File: src/rtl/alu_shift_seq_pkg.sv
// Shared CPU definitions used by the shift sequencer: ALU opcodes for the
// fixed-step shifts and the sequencer state encoding.
package cpuv2_pkg;

  localparam logic [3:0] ALU_SHL  = 4'd8;
  localparam logic [3:0] ALU_SHR  = 4'd9;
  localparam logic [3:0] ALU_SL4  = 4'd12;
  localparam logic [3:0] ALU_SL16 = 4'd13;
  localparam logic [3:0] ALU_SR4  = 4'd14;
  localparam logic [3:0] ALU_SR16 = 4'd15;

  typedef enum logic [1:0] {
    ST_IDLE = 2'd0,
    ST_RUN  = 2'd1,
    ST_DONE = 2'd2
  } state_t;

endpackage

File: src/rtl/alu_shift_seq_if.sv
// Request/response bus of the shift sequencer. The master issues shift
// requests and consumes results; the slave is the sequencer itself.
interface alu_shift_seq_if;
  logic        req_valid;
  logic        req_ready;
  logic [31:0] req_value;
  logic [4:0]  req_amount;
  logic        req_dir;
  logic        rsp_valid;
  logic        rsp_ready;
  logic [31:0] rsp_result;
  logic        rsp_z;
  logic        rsp_c;
  logic        rsp_n;

  modport master (
    output req_valid, req_value, req_amount, req_dir, rsp_ready,
    input  req_ready, rsp_valid, rsp_result, rsp_z, rsp_c, rsp_n
  );

  modport slave (
    input  req_valid, req_value, req_amount, req_dir, rsp_ready,
    output req_ready, rsp_valid, rsp_result, rsp_z, rsp_c, rsp_n
  );
endinterface

File: src/rtl/alu_shift_seq_step.sv
// Step decoder: picks the largest enabled fixed-step shift that does not
// overshoot the remaining distance and returns the distance left after it.
module alu_shift_step
  import cpuv2_pkg::*;
#(
  parameter int unsigned USE_SL16 = 1,
  parameter int unsigned USE_SL4  = 1
) (
  input  logic [4:0] r_i,
  input  logic       dir_i,
  output logic [3:0] op_o,
  output logic [4:0] r_next_o
);

  // Greedy choice: 16, then 4, then 1; disabled step sizes are skipped.
  always_comb begin
    op_o     = dir_i ? ALU_SHR : ALU_SHL;
    r_next_o = r_i - 5'd1;
    if ((USE_SL16 != 0) && (r_i >= 5'd16)) begin
      op_o     = dir_i ? ALU_SR16 : ALU_SL16;
      r_next_o = r_i - 5'd16;
    end else if ((USE_SL4 != 0) && (r_i >= 5'd4)) begin
      op_o     = dir_i ? ALU_SR4 : ALU_SL4;
      r_next_o = r_i - 5'd4;
    end
  end

endmodule

File: src/rtl/alu_shift_seq.sv
// Variable-distance logical shifter built on the shared ALU's fixed-step
// shift ops. While running it owns the ALU inputs (alu_sel=1), feeding the
// working value back through the ALU one step per cycle.
module alu_shift_seq
  import cpuv2_pkg::*;
#(
  parameter int unsigned USE_SL16 = 1,
  parameter int unsigned USE_SL4  = 1
) (
  input  logic             clk,
  input  logic             rst_n,
  alu_shift_seq_if.slave   bus,
  output logic             alu_sel,
  output logic [3:0]       alu_op,
  output logic [31:0]      alu_a,
  input  logic [31:0]      alu_result,
  input  logic             alu_c
);

  state_t      state_q;
  logic [4:0]  r_q;      // distance still to go after the op in op_q
  logic        dir_q;
  logic        sel_q;
  logic [3:0]  op_q;
  logic [31:0] w_q;      // working value presented to the ALU
  logic        ready_q;
  logic        vld_q;
  logic [31:0] res_q;
  logic        z_q;
  logic        c_q;
  logic        n_q;

  logic [4:0]  step_r;
  logic        step_dir;
  logic [3:0]  step_op;
  logic [4:0]  step_r_next;

  // While idle the decoder plans the first step of the incoming request;
  // while running it plans the step after the one being issued.
  assign step_r   = (state_q == ST_IDLE) ? bus.req_amount : r_q;
  assign step_dir = (state_q == ST_IDLE) ? bus.req_dir    : dir_q;

  alu_shift_step #(
    .USE_SL16 (USE_SL16),
    .USE_SL4  (USE_SL4)
  ) u_step (
    .r_i      (step_r),
    .dir_i    (step_dir),
    .op_o     (step_op),
    .r_next_o (step_r_next)
  );

  // Sequencer FSM with all outputs registered.
  always_ff @(posedge clk) begin
    if (!rst_n) begin
      state_q <= ST_IDLE;
      r_q     <= 5'd0;
      dir_q   <= 1'b0;
      sel_q   <= 1'b0;
      op_q    <= 4'd0;
      w_q     <= 32'd0;
      ready_q <= 1'b1;
      vld_q   <= 1'b0;
      res_q   <= 32'd0;
      z_q     <= 1'b0;
      c_q     <= 1'b0;
      n_q     <= 1'b0;
    end else begin
      case (state_q)
        ST_IDLE: begin
          if (bus.req_valid && ready_q) begin
            ready_q <= 1'b0;
            dir_q   <= bus.req_dir;
            if (bus.req_amount == 5'd0) begin
              // Zero distance: result is the operand, no ALU op issued.
              state_q <= ST_DONE;
              vld_q   <= 1'b1;
              res_q   <= bus.req_value;
              z_q     <= (bus.req_value == 32'd0);
              n_q     <= bus.req_value[31];
              c_q     <= 1'b0;
            end else begin
              state_q <= ST_RUN;
              sel_q   <= 1'b1;
              w_q     <= bus.req_value;
              op_q    <= step_op;
              r_q     <= step_r_next;
            end
          end
        end
        ST_RUN: begin
          if (r_q == 5'd0) begin
            // Last step: capture result and carry, release the ALU.
            state_q <= ST_DONE;
            sel_q   <= 1'b0;
            vld_q   <= 1'b1;
            res_q   <= alu_result;
            z_q     <= (alu_result == 32'd0);
            n_q     <= alu_result[31];
            c_q     <= alu_c;
          end else begin
            w_q  <= alu_result;
            op_q <= step_op;
            r_q  <= step_r_next;
          end
        end
        ST_DONE: begin
          if (bus.rsp_ready) begin
            state_q <= ST_IDLE;
            vld_q   <= 1'b0;
            ready_q <= 1'b1;
          end
        end
        default: begin
          state_q <= ST_IDLE;
          sel_q   <= 1'b0;
          vld_q   <= 1'b0;
          ready_q <= 1'b1;
        end
      endcase
    end
  end

  assign alu_sel        = sel_q;
  assign alu_op         = op_q;
  assign alu_a          = w_q;
  assign bus.req_ready  = ready_q;
  assign bus.rsp_valid  = vld_q;
  assign bus.rsp_result = res_q;
  assign bus.rsp_z      = z_q;
  assign bus.rsp_c      = c_q;
  assign bus.rsp_n      = n_q;

endmodule

File: src/flat_wrapper.sv
// flat-port wrapper written by rule: the top's interface ports become plain ports
module alu_shift_seq_flat import cpuv2_pkg::*;
#(
  parameter int unsigned USE_SL16 = 1,
  parameter int unsigned USE_SL4  = 1
)
  (clk, rst_n, alu_sel, alu_op, alu_a, alu_result, alu_c, bus_req_valid, bus_req_value, bus_req_amount, bus_req_dir, bus_rsp_ready, bus_req_ready, bus_rsp_valid, bus_rsp_result, bus_rsp_z, bus_rsp_c, bus_rsp_n);
  alu_shift_seq_if bus_i ();
  input  logic clk;
  input  logic rst_n;
  output logic alu_sel;
  output logic [3:0] alu_op;
  output logic [31:0] alu_a;
  input  logic [31:0] alu_result;
  input  logic alu_c;
  input wire logic [$bits(bus_i.req_valid)-1:0] bus_req_valid;
  input wire logic [$bits(bus_i.req_value)-1:0] bus_req_value;
  input wire logic [$bits(bus_i.req_amount)-1:0] bus_req_amount;
  input wire logic [$bits(bus_i.req_dir)-1:0] bus_req_dir;
  input wire logic [$bits(bus_i.rsp_ready)-1:0] bus_rsp_ready;
  output wire logic [$bits(bus_i.req_ready)-1:0] bus_req_ready;
  output wire logic [$bits(bus_i.rsp_valid)-1:0] bus_rsp_valid;
  output wire logic [$bits(bus_i.rsp_result)-1:0] bus_rsp_result;
  output wire logic [$bits(bus_i.rsp_z)-1:0] bus_rsp_z;
  output wire logic [$bits(bus_i.rsp_c)-1:0] bus_rsp_c;
  output wire logic [$bits(bus_i.rsp_n)-1:0] bus_rsp_n;
  assign bus_i.req_valid = bus_req_valid;
  assign bus_i.req_value = bus_req_value;
  assign bus_i.req_amount = bus_req_amount;
  assign bus_i.req_dir = bus_req_dir;
  assign bus_i.rsp_ready = bus_rsp_ready;
  assign bus_req_ready = bus_i.req_ready;
  assign bus_rsp_valid = bus_i.rsp_valid;
  assign bus_rsp_result = bus_i.rsp_result;
  assign bus_rsp_z = bus_i.rsp_z;
  assign bus_rsp_c = bus_i.rsp_c;
  assign bus_rsp_n = bus_i.rsp_n;
  alu_shift_seq #(.USE_SL16(USE_SL16), .USE_SL4(USE_SL4)) u_core (.clk(clk), .rst_n(rst_n), .bus(bus_i), .alu_sel(alu_sel), .alu_op(alu_op), .alu_a(alu_a), .alu_result(alu_result), .alu_c(alu_c));
endmodule
File: config.mk
export PLATFORM = sky130hd
export DESIGN_NAME = alu_shift_seq_flat
export DESIGN_NICKNAME = d
export VERILOG_FILES = /design/src/rtl/alu_shift_seq_pkg.sv /design/src/rtl/alu_shift_seq_if.sv /design/src/rtl/alu_shift_seq_step.sv /design/src/rtl/alu_shift_seq.sv /design/src/flat_wrapper.sv
export SDC_FILE = /design/constraint.sdc
export NUM_CORES = 1
export LEC_CHECK = 0
export CAP_MARGIN = 20
export CORE_ASPECT_RATIO = 0.6
export CORE_MARGIN = 3
export CORE_UTILIZATION = 55
export CTS_CLUSTER_SIZE = 16
export DETAILED_ROUTE_END_ITERATION = 7
export DONT_BUFFER_PORTS = 1
export PLACE_DENSITY = 0.81
export SYNTH_ARGS = -nofsm -noshare
export SYNTH_HDL_FRONTEND = slang
export SYNTH_SLANG_ARGS = --single-unit
File: constraint.sdc
create_clock -name clk -period 4.8 [get_ports clk]
set_clock_uncertainty 0.2 [all_clocks]
set_input_delay 0.48 -clock clk [delete_from_list [all_inputs] [get_ports clk]]
set_output_delay 0.48 -clock clk [all_outputs]
set_load 0.005 [all_outputs]
# Yosys cells after proc, flatten, opt, wreduce, memory -nomap -nowiden
# Cells that the tools add are included.
# totals
latchBits	0
memories	0
out_inout_bits	74
mem_bits_ro	0
input_bits	75
mem_bits_rw	0
register_bits	82
word_cells	95
# op_classes
order_cmp	2
addsub	3
mux	54
bitwise	2
shift	0
mul	0
n_eq_ne	8
div_mod_pow	0
n_reduce_logical	14
# ops
operator	count
two-way mux 32 bit	6
one-hot mux 32 bit (2 select lines)	2
logical NOT 32 bit	2
two-way mux 5 bit	6
two-way mux 1 bit	20
two-way mux 4 bit	5
AND reduction 4 bit	4
two-way mux 2 bit	6
logical NOT 5 bit	2
!= test 2 bit (second input constant)	5
one-hot mux 5 bit (2 select lines)	1
one-hot mux 1 bit (3 select lines)	3
one-hot mux 4 bit (2 select lines)	1
one-hot mux 1 bit (2 select lines)	3
one-hot mux 2 bit (3 select lines)	1
AND reduction 3 bit	2
>= comparator 5 x 3 -> 1 bit (second input constant)	1
>= comparator 5 bit (second input constant)	1
subtractor 5 x 1 -> 5 bit (second input constant)	1
subtractor 5 x 3 -> 5 bit (second input constant)	1
subtractor 5 bit (second input constant)	1
equality test 2 x 1 -> 1 bit (second input constant)	1
equality test 2 bit (second input constant)	1
logical NOT 2 bit	1
other kinds (5)	6

# Depth between registers and ports, before layout
# Gate-level depths: netlist of the first run.
# logic_depth
depth_word	8
ltp_mapped	8
mapped_depth_nobuf	8

# Cells and area by module
# Synthesis of the first run repeated with hierarchy kept, for this count alone.
# hier_totals
hier_cells	385
area_unflattened_um2	3792.4
# modules_own_cells
mod	seq_area_each_um2	area_each_um2	cells_each	n_inst
alu_shift_seq	1621.6	3579.7	358	1
alu_shift_step	0.0	212.7	27	1

# Worst setup path before layout of the first run
# No wires, ideal clock.
# synth_path
path_kind	register -> register
start	reg u_core.state_q[0]
end	reg u_core.op_q[1], in the netlist u_core.alu_op[1]
setup_time_ps	70
path_stages_with_launch	8
synth_period_minus_slack_ps	2019
t_required_ps	4530
t_arrival_ps	1749
slack_ps	2781
path_buffers	0
path_cell_list	dfxtp_1 -> nor2_4 -> mux2i_1 -> ha_1 -> inv_1 -> o211a_1 -> or3_1 -> a21oi_1
# synth_between
elab_chain_cells	8
word_cells_on_any_way	19
classes_between	2 x order compare; 4 x eq/ne; 10 x mux; 3 x reduce/logical
# synth_lines
element	line	source
start: declaration	alu_shift_seq.sv:20	state_t state_q;
start signal: assignment	alu_shift_seq.sv:56	state_q <= ST_IDLE;
start signal: assignment	alu_shift_seq.sv:76	state_q <= ST_DONE;
start signal: assignment	alu_shift_seq.sv:83	state_q <= ST_RUN;
logical NOT 2 bit	alu_shift_seq.sv:40, alu_shift_seq.sv:41, alu_shift_seq.sv:69	
two-way mux 5 bit or two-way mux 1 bit (tied branches)	alu_shift_seq.sv:40, alu_shift_seq.sv:41	
>= comparator 5 x 3 -> 1 bit or two-way mux 2 bit (tied branches)	alu_shift_seq_step.sv:22, alu_shift_seq_step.sv:23	
two-way mux 4 bit	alu_shift_seq_step.sv:22	end else if ((USE_SL4 != 0) && (r_i >= 5'd4)) begin
two-way mux 4 bit	alu_shift_seq_step.sv:19	if ((USE_SL16 != 0) && (r_i >= 5'd16)) begin
two-way mux 4 bit	alu_shift_seq.sv:74	if (bus.req_amount == 5'd0) begin
two-way mux 4 bit	alu_shift_seq.sv:71	if (bus.req_valid && ready_q) begin
one-hot mux 4 bit (2 select lines)	alu_shift_seq.sv:69	case (state_q)
end signal: assignment	alu_shift_seq.sv:86	op_q <= step_op;
end signal: assignment	alu_shift_seq.sv:103	op_q <= step_op;
end: declaration	alu_shift_seq.sv:24	logic [3:0] op_q;
# Parallel ways exist; a longest one is shown, timed or not. The select of a mux whose other input is x is not followed.
# A chain may end at the register's enable or synchronous reset.

# Final worst setup path of the first run
# layout_path
start	reg u_core.state_q[0]
end	reg u_core.w_q[20], in the netlist u_core.alu_a[20]
# layout_between
elab_chain_cells	3
word_cells_on_any_way	8
classes_between	4 x eq/ne; 1 x mux; 3 x reduce/logical
# layout_lines
element	line	source
equality test 2 x 1 -> 1 bit or logical NOT 2 bit (tied branches)	alu_shift_seq.sv:69	
!= test 2 bit (no source line) or nonzero test 2 bit (tied branches)	-	
AND reduction 4 bit (no source line)	-	
end signal: assignment	alu_shift_seq.sv:85	w_q <= bus.req_value;
end signal: assignment	alu_shift_seq.sv:102	w_q <= alu_result;
end: declaration	alu_shift_seq.sv:25	logic [31:0] w_q;
# Parallel ways exist; a longest one is shown, timed or not.

==> results of run 1 <==
==> per-stage QoR <==
stage	total power [mW]	utilization	instance area, sq um	hold slack (ns)
after global routing	2.02	0.641	3750	0.0374
final	1.90	0.641	3750	0.0621
after CTS	1.90	0.636	3730	0.0486
after detailed placement	1.37	0.597	3500	0.285
after floorplan	1.27	-	3510	0.248
after global placement	1.35	0.597	3500	0.262
==> worst paths after layout <==
kind                                  startpoint  depth (start not counted)                                end  slack [ns]
hold reg to reg       u_core.r_q[4]$_SDFFE_PN0P_                          2         u_core.r_q[4]$_SDFFE_PN0P_        0.30
hold / removal                             rst_n                          1  u_core.bus.rsp_valid$_SDFFE_PN0P_        0.06
setup / recovery  u_core.state_q[0]$_SDFFE_PN0P_                          6      u_core.alu_a[20]$_SDFFE_PN0P_        2.14
setup reg to reg  u_core.state_q[0]$_SDFFE_PN0P_                          6      u_core.alu_a[20]$_SDFFE_PN0P_        2.14
==> cells in the mapped netlist, drive strengths merged (2+ instances only) <==
cell | instances | share of area
o21ai | 5 | 0.0071
nand4 | 6 | 0.011
nand2 | 5 | 0.0053
nand2b | 3 | 0.0053
dfxtp | 81 | 0.46
o21a | 2 | 0.0043
a21oi | 9 | 0.014
nor2 | 80 | 0.088
a211oi | 66 | 0.14
clkbuf | 11 | 0.012
nor3 | 7 | 0.010
inv | 6 | 0.0064
buf | 20 | 0.036
nor4 | 16 | 0.028
a31oi | 3 | 0.0053
o211a | 2 | 0.0057
nand3 | 3 | 0.0043
mux2i | 39 | 0.11
and3 | 3 | 0.0057
==> cell type report <==
cell class                      count  area share
Timing Repair Buffer                6      0.0180
Clock buffer                       10      0.0367
Sequential cell                    81       0.432
Clock inverter                      5      0.0213
Inverter                            6     0.00600
Multi-Input combinational cell    265       0.460
Tap cell                           80      0.0267
==> state kept, by name, indices dropped and copies added, names as in the netlist, 2 cells and up <==
register and count:
u_core.alu_a 32, u_core.alu_op 4, u_core.bus.rsp_result 31, u_core.r_q 5
u_core.state_q 2
==> cell families after synthesis <==
group,synth area share
compound gates,0.203
fa+ha+maj,0.00356
buf+inv,0.0541
flops,0.461
mux,0.111
simple gates,0.167
==> worst register-to-register path: cells and delay by family, from the launching register on <==
family	cells	cell delay, ns
flops	1	0.46
compound gates	2	0.71
buf+inv	1	0.45
simple gates	3	0.76
==> report_power, final <==
part | switching [mW] | internal [mW]
clock network | 0.236 | 0.303
registers | 0.111 | 0.797
logic | 0.273 | 0.183
total | 0.621 | 1.28
==> per-layer routing <==
| layer | share of wire | vias up |
|---|---|---|
| met5 | 0 | - |
| met4 | 0.0093 | 0 |
| met3 | 0.12 | 10 |
| met2 | 0.45 | 141 |
| met1 | 0.42 | 1298 |
| li1 | - | 1387 |
==> timing repair <==
item / 4_1_cts / 5_1_grt
hold buffers: 1 / 0
buffers inserted: 0 / 0
hold endpoints to repair: 1 / 0
==> qor.yml, run 1 <==
run_status:
  outcome: "finished, final reports clean"
setup_path:
  path_max_fanout: 46
  crit_family: "simple AND/OR/NAND/NOR gates"
  path_cells: "nor2_4 > and3_2 > o2bb2ai_4 > buf_4 > nor2_1 > a211oi_1"
  cp.required_ns: 4.84
  critPathLaunchType: "register"
  crit_path_end_kind: "register"
  worst_path_max_delay_cell: "dfxtp_1"
  critical-path-max-stage-delay_ns: 0.46
  critPathBufInv: 1
  crit_arrival_ns: 2.71
  crit_type: "reg2reg"
sta:
  max_clock_freq_mhz: 376
  fin_ws_ns: 2.14
  fin_crit_ns: 2.66
  relSlewSlack: 0.336
  period_share: 0.555
  rsz0062_at_grt: "no"
  tns_ns: 0
  hold_viol_final: 0
  tightest_slew_ns: 0.994
  finalSetupViolations: 0
  maxSlewViolCount: 0
power:
  peakVddDrop_mv: 0.241
  leakage_nw: 1.48
  p_per_area_mw_per_mm2: 507
placed_design:
  gp_congestion: 0.922
  preCtsSetupSlack_ns: 1.90
  dpl.hpwl_microns: 7050
  place.port_buffers: 0
  placed_cells: 436
floorplan:
  fp.dieH_microns: 67.9
  dieArea_sq_mm: 0.00742
  start_util: 0.600
  core_area_sq_mm: 0.00586
  io_pins: 149
  die_x_microns: 109
  placementRows: 21
synth:
  yosys_register_bits: 81
  yosysWarningCount: 0
  synth_edf_count: 0
  synth_cells: 383
  async_flop_share: 0
  synth_area_per_cell_sq_um: 9.18
  synth_cell_types: 41
  synth.net_count: 459
  syn-cell-area_sq_mm: 0.00351
  ys_seq_area_frac: 0.461
  ys.flop_type: "dfxtp_1"
global_routing:
  grtUsageMet2: 0.394
  grtUsageTotal: 0.248
  grt_start_max_net_pins: 62
  grt-ovfl-total: 0
  grtUsageMet1: 0.308
  grt_util_met3: 0.114
  antenna_found_initial: 0
  busiest_layer: "met2"
  grt_pass1_vias: 2701
  grt_pass1_wl_microns: 13900
drt:
  route.vias.total: 2836
  totalWireLength_microns: 9330
  remaining_drc_errors: 0
  wl_per_cell_microns: 20.6
  drtIter0Drc: 226
  ant_nets: 0
  drtPass1Iterations: 5
  via_per_inst: 6.26
clocking:
  cts_tree: "yes"
  clk_latency_ns: 0.34
  clk_pin_slew_ns: 0.08
  cts.path.max_buffers: 2
  cts_buffers: 9
  cts_max_level: 3
  clock_sinks: 81
  cts_resized: 0
  root_buffer: "clkbuf_8"
layout:
  ff_latch_area_sq_mm: 0.00162
  area_growth_pct: 6.84
  multi_input_area_sq_mm: 0.00173
  drive_gt1_frac: 0.0724
  mostFrequentLayoutCells: "81 x dfxtp_1, 79 x nor2_1, 66 x a211oi_1"
  fill_cells: 506
  finalNonFillerCells: 453
  diodes: 0
  fin_nets: 445
  final_common_cell: "dfxtp_1"
min_path:
  hold_path.class: "in2reg"
flow_run:
  maxCapViolations: 0
(Power assumes the default switching activity.)
==> run 2: changes to the inputs <==
==> constraint.sdc (replaced) <==
create_clock -name clk -period 2.5 [get_ports clk]
set_clock_uncertainty 0.2 [all_clocks]
set_input_delay 0.25 -clock clk [delete_from_list [all_inputs] [get_ports clk]]
set_output_delay 0.25 -clock clk [all_outputs]
set_load 0.005 [all_outputs]
==> qor.yml, run 2 (synthesis gave the netlist of run 1 again) <==
sta:
  maxSlewViolCount: 0  # unchanged
  period_share: 0.968
  max_clock_freq_mhz: 413
  fin_crit_ns: 2.42
  relSlewSlack: 0.522  # +0.186
  tightest_slew_ns: 0.716  # -0.278 ns
  rsz0062_at_grt: "no"
  hold_viol_final: 0  # unchanged
  finalSetupViolations: 0  # unchanged
  tns_ns: 0  # unchanged
layout:
  drive_gt1_frac: 0.0835  # +0.0112
  final_util: 0.700  # +0.0594
  largest_reg_flops: 32  # unchanged
  area_growth_pct: 16.7
  final_common_cell: "dfxtp_1"
  fin_nets: 478  # +7.4%
  mostFrequentLayoutCells: "80 x dfxtp_1, 79 x nor2_1, 66 x a211oi_1"
  diodes: 0  # unchanged
  finalNonFillerCells: 487  # +7.5%
drt:
  wl_per_cell_microns: 21.1  # +2.4%
  route.vias.total: 3072  # +8.3%
  drtIter0Drc: 236  # +4.4%
  via_per_inst: 6.31  # +0.76%
  ant_nets: 0  # unchanged
  drtPass1Iterations: 4  # -1
  totalWireLength_microns: 10300  # +10%
  remaining_drc_errors: 0  # unchanged
min_path:
  hold_path.class: "in2reg"
  min_path_cells: 2  # +1
global_routing:
  grt_pass1_vias: 2995  # +11%
  grt_start_max_net_pins: 49  # -21%
  grtUsageTotal: 0.271  # +0.0233
  grt-ovfl-total: 0  # unchanged
  antenna_found_initial: 0  # unchanged
  grt_pass1_wl_microns: 15200  # +9.3%
clocking:
  clk_latency_ns: 0.34  # about the same
  clk_pin_slew_ns: 0.09  # about the same
  cts_max_level: 3  # unchanged
  cts.path.max_buffers: 2  # unchanged
  clock_sinks: 81  # unchanged
  root_buffer: "clkbuf_8"
  cts_tree: "yes"
  cts_buffers: 9  # unchanged
setup_path:
  critPathLaunchType: "input port"
  crit_type: "in2reg"
  crit_arrival_ns: 2.50  # -0.21 ns
  crit_path_end_kind: "register"
  cp.required_ns: 2.58  # -2.26 ns
  reg2regPathDepth: 7  # +1
  path_max_fanout: 2  # -96%
power:
  peakVddDrop_mv: 0.512  # +110%
  leakage_nw: 1.62  # +9.4%
  p_per_area_mw_per_mm2: 894  # +76%
floorplan:
  start_util: 0.600  # unchanged
  core_area_sq_mm: 0.00586  # unchanged
  io_pins: 149  # unchanged
  fp.dieH_microns: 67.9  # unchanged
  placementRows: 21  # unchanged
  dieArea_sq_mm: 0.00742  # unchanged
  die_x_microns: 109  # unchanged
run_status:
  outcome: "finished, final reports clean"
flow_run:
  maxCapViolations: 0  # unchanged
placed_design:
  gp_congestion: 0.914  # -0.81%
  place.port_buffers: 0  # unchanged
  dpl.hpwl_microns: 6980  # -0.99%
  placed_cells: 441  # +1.1%
-- run 2: area by class of cell --
class | count | area [sq um]
clock buffer | 10 | 128
clock inverter | 6 | 67.6
fill | 429 | 1760
inverter | 6 | 22.5
multi-input combinational | 265 | 1740
sequential | 81 | 1620
tap | 80 | 100
timing repair buffer | 39 | 425
-- run 2: final timing paths --
kind | startpoint | to | slack, ns
hold reg to reg | u_core.r_q[1]$_SDFFE_PN0P_ | u_core.r_q[1]$_SDFFE_PN0P_ | 0.30
hold / removal | alu_result[1] | u_core.bus.rsp_result[1]$_SDFFE_PN0P_ | 0.01
setup / recovery | alu_result[6] | u_core.bus.rsp_z$_SDFFE_PN0P_ | 0.08
setup reg to reg | u_core.state_q[0]$_SDFFE_PN0P_ | u_core.alu_op[1]$_SDFFE_PN0P_ | 0.15
-- run 2: through the flow --
step / area (sq um) / power, mW / setup WS (ns) / hold WS, ns
2_1_floorplan: 3510 / 2.45 / 0.481 / 0.112
3_3_place_gp: 3590 / 2.64 / 0.355 / 0.116
6_report: 4100 / 3.67 / 0.0798 / 0.0133
3_5_place_dp: 3590 / 2.68 / 0.193 / 0.125
5_1_grt: 4100 / 3.88 / 0.00110 / 0.00725
4_1_cts: 4090 / 3.66 / 0.107 / 0.000816
-- run 2: critical path, cell delays in order --
cell	delay, ns
dlygate4sd3_1	0.56
nor4_1	0.24
dlygate4sd3_1	0.62
nand4_1	0.09
dlygate4sd3_1	0.59
a31oi_1	0.15
-- run 2: routing by layer --
metal / track usage / vias up / wire length, microns
li1: - / 1459 / -
met1: 0.330 / 1433 / 4150
met3: 0.119 / 16 / 1230
met2: 0.440 / 164 / 4760
met5: 0 / - / 0
met4: 0.0762 / 0 / 135
-- run 2: power by group --
group          switching (mW)  internal (mW)  total (mW)
Combinational           0.562          0.415       0.978
Clock                   0.482          0.465       0.947
Sequential              0.211           1.53        1.74
Total                    1.26           2.41        3.67
-- run 2: what timing repair did --
action,4_1_cts,5_1_grt
hold endpoints to repair,31,0
gates resized for setup,0,5
hold buffers,31,0
buffers inserted,0,0
endpoints found under the setup margin,0,1
==> run 3: changes to the inputs <==
--- a/config.mk
+++ b/config.mk
@@ -12,7 +12,8 @@
 export CTS_CLUSTER_SIZE = 16
 export DETAILED_ROUTE_END_ITERATION = 7
 export DONT_BUFFER_PORTS = 1
-export PLACE_DENSITY = 0.81
+export HOLD_SLACK_MARGIN = 0.1
+export PLACE_DENSITY = 0.84
 export SYNTH_ARGS = -nofsm -noshare
 export SYNTH_HDL_FRONTEND = slang
 export SYNTH_SLANG_ARGS = --single-unit
==> constraint.sdc (replaced) <==
create_clock -name clk -period 2.2 [get_ports clk]
set_clock_uncertainty 0.2 [all_clocks]
set_input_delay 0.22 -clock clk [delete_from_list [all_inputs] [get_ports clk]]
set_output_delay 0.22 -clock clk [all_outputs]
set_load 0.005 [all_outputs]
==> qor.yml, run 3 (synthesis gave the netlist of run 1 again) <==
placed_design:
  dpl.hpwl_microns: 7340  # +5.2%
  gp_congestion: 0.855  # -6.5%
  place_area_sq_mm: 0.00364  # +1.4%
  place.port_buffers: 0  # unchanged
layout:
  multi_input_area_sq_mm: 0.00174  # about the same
  mostFrequentLayoutCells: "81 x dfxtp_1, 79 x nor2_1, 74 x dlygate4sd3_1"
  final_common_cell: "dfxtp_1"
  ff_latch_area_sq_mm: 0.00162  # about the same
  fin_nets: 527  # +10%
  design_area_sq_mm: 0.00458  # +12%
  fill_cells: 374  # -13%
  largest_reg_flops: 32  # unchanged
  drive_gt1_frac: 0.0855  # +0.00199
  diodes: 0  # unchanged
  area_growth_pct: 30.3
drt:
  routed.top_layer: "met4"
  ant_nets: 0  # unchanged
  route.vias.total: 3375  # +9.9%
  drtPass1Iterations: 6  # +2
  wl_met2_microns: 5410  # +14%
  drtIter0Drc: 298  # +26%
  dr_wl_met3_microns: 1350  # +9.4%
  via_per_inst: 6.30  # -0.18%
  remaining_drc_errors: 0  # unchanged
  wl_per_cell_microns: 21.8  # +3.1%
  met1_length_microns: 4690  # +13%
  totalWireLength_microns: 11700  # +14%
sta:
  rsz0062_at_grt: "no"
  tns_ns: 0  # unchanged
  relSlewSlack: 0.707  # +0.185
  max_clock_freq_mhz: 475
  period_share: 0.957
  tightest_slew_ns: 0.437  # -0.279 ns
  hold_viol_final: 0  # unchanged
  finalSetupViolations: 0  # unchanged
  fin_crit_ns: 2.11
  maxSlewViolCount: 0  # unchanged
clocking:
  root_buffer: "clkbuf_8"
  clk_pin_slew_ns: 0.08  # about the same
  clock_sinks: 81  # unchanged
  cts_tree: "yes"
  clk_latency_ns: 0.35  # about the same
  cts.path.max_buffers: 2  # unchanged
  cts_max_level: 3  # unchanged
  cts_buffers: 9  # unchanged
setup_path:
  worst_path_max_delay_cell: "dfxtp_1"
  critPathLaunchType: "register"
  cp.required_ns: 2.24  # -0.34 ns
  crit_path_end_kind: "register"
  crit_arrival_ns: 2.15  # -0.35 ns
  path_cells: "buf_4 > and3b_1 > nand3_1 > a21oi_4 > buf_12 > nor2_1 > a211oi_1"
  path_max_fanout: 36  # +34
  critical-path-max-stage-delay_ns: 0.34  # -0.28 ns
  crit_type: "reg2reg"
run_status:
  outcome: "finished, final reports clean"
global_routing:
  grt_pass1_wl_microns: 17400  # +15%
  grt_pass1_vias: 3345  # +12%
  grtUsageTotal: 0.309  # +0.0378
  antenna_found_initial: 0  # unchanged
  grt-ovfl-total: 0  # unchanged
  grt_start_max_net_pins: 56  # +14%
floorplan:
  start_util: 0.600  # unchanged
  die_x_microns: 109  # unchanged
  core_area_sq_mm: 0.00586  # unchanged
  fp.dieH_microns: 67.9  # unchanged
  placementRows: 21  # unchanged
  dieArea_sq_mm: 0.00742  # unchanged
  io_pins: 149  # unchanged
power:
  p_seq_frac: 0.464  # -0.011
  internal_power_mw: 2.76  # +14%
  p_comb_frac: 0.295  # +0.028
  peakVddDrop_mv: 0.504  # -1.5%
  p_per_area_mw_per_mm2: 932  # +4.3%
  leakage_nw: 1.83  # +13%
  sw_frac_of_total: 0.354  # +0.0110
  power_switching_mw: 1.51  # +20%
  power.share.clock: 0.241  # -0.017
flow_run:
  maxCapViolations: 0  # unchanged
min_path:
  hold_path.class: "in2reg"
## run 3: area by class of cell
type	instances	area share
Multi-Input combinational cell	265	0.379
Sequential cell	81	0.354
Timing Repair Buffer	88	0.198
Clock buffer	11	0.0331
Tap cell	80	0.0219
Clock inverter	5	0.00847
Inverter	6	0.00492
## run 3: per-stage QoR
| stage | total power [mW] | util | worst slack [ns] | hold slack, ns | cells |
|---|---|---|---|---|---|
| after CTS | 4.22 | 0.780 | 0.110 | 0.104 | 536 |
| after detailed placement | 3.08 | 0.621 | 0.121 | 0.0974 | 446 |
| after global routing | 4.47 | 0.781 | 0.00208 | 0.135 | 536 |
| after floorplan | 2.78 | - | 0.181 | 0.0819 | 383 |
| final | 4.27 | 0.781 | 0.0940 | 0.130 | 536 |
| after global placement | 3.02 | 0.621 | 0.223 | 0.0860 | 446 |
## run 3: path summary, 6_finish.rpt
kind	start	to	slack (ns)	cells after the start
worst max-delay path	u_core.state_q[0]$_SDFFE_PN0P_	u_core.bus.rsp_result[26]$_SDFFE_PN0P_	0.09	7
worst max register to register	u_core.state_q[0]$_SDFFE_PN0P_	u_core.bus.rsp_result[26]$_SDFFE_PN0P_	0.09	7
worst min register to register	u_core.alu_op[1]$_SDFFE_PN0P_	u_core.alu_op[1]$_SDFFE_PN0P_	0.30	2
worst min-delay path	bus_req_amount[3]	u_core.r_q[3]$_SDFFE_PN0P_	0.13	3
## run 3: power groups by stage
stage               Clock [mW]  Combinational [mW]  Sequential (mW)
floorplan                    0               0.854             1.93
global placement             0                1.02             1.99
CTS                       1.04                1.20             1.97
detailed placement           0                1.07             2.00
finish                    1.03                1.26             1.98
global route              1.11                1.36             2.01
## run 3: timing repair
action | in CTS | in global routing
gates resized for setup | 0 | 2
hold buffers | 74 | 0
buffers inserted | 0 | 0
setup endpoints to repair | 0 | 2
endpoints found under the hold margin | 76 | 0
## run 3: per-layer routing
layer / vias to the layer above / global-route usage
li1: 1555 / -
met1: 1584 / 0.361
met2: 208 / 0.533
met3: 28 / 0.124
met4: 0 / 0.0840
met5: - / 0
## run 3: critical path: cells and delay by family (launching register included)
kind / cells / cell delay [ns]
flip-flops: 1 / 0.34
AO/OA/AOI/OAI: 2 / 0.54
AND/OR/NAND/NOR: 3 / 0.50
buffers and inverters: 2 / 0.41
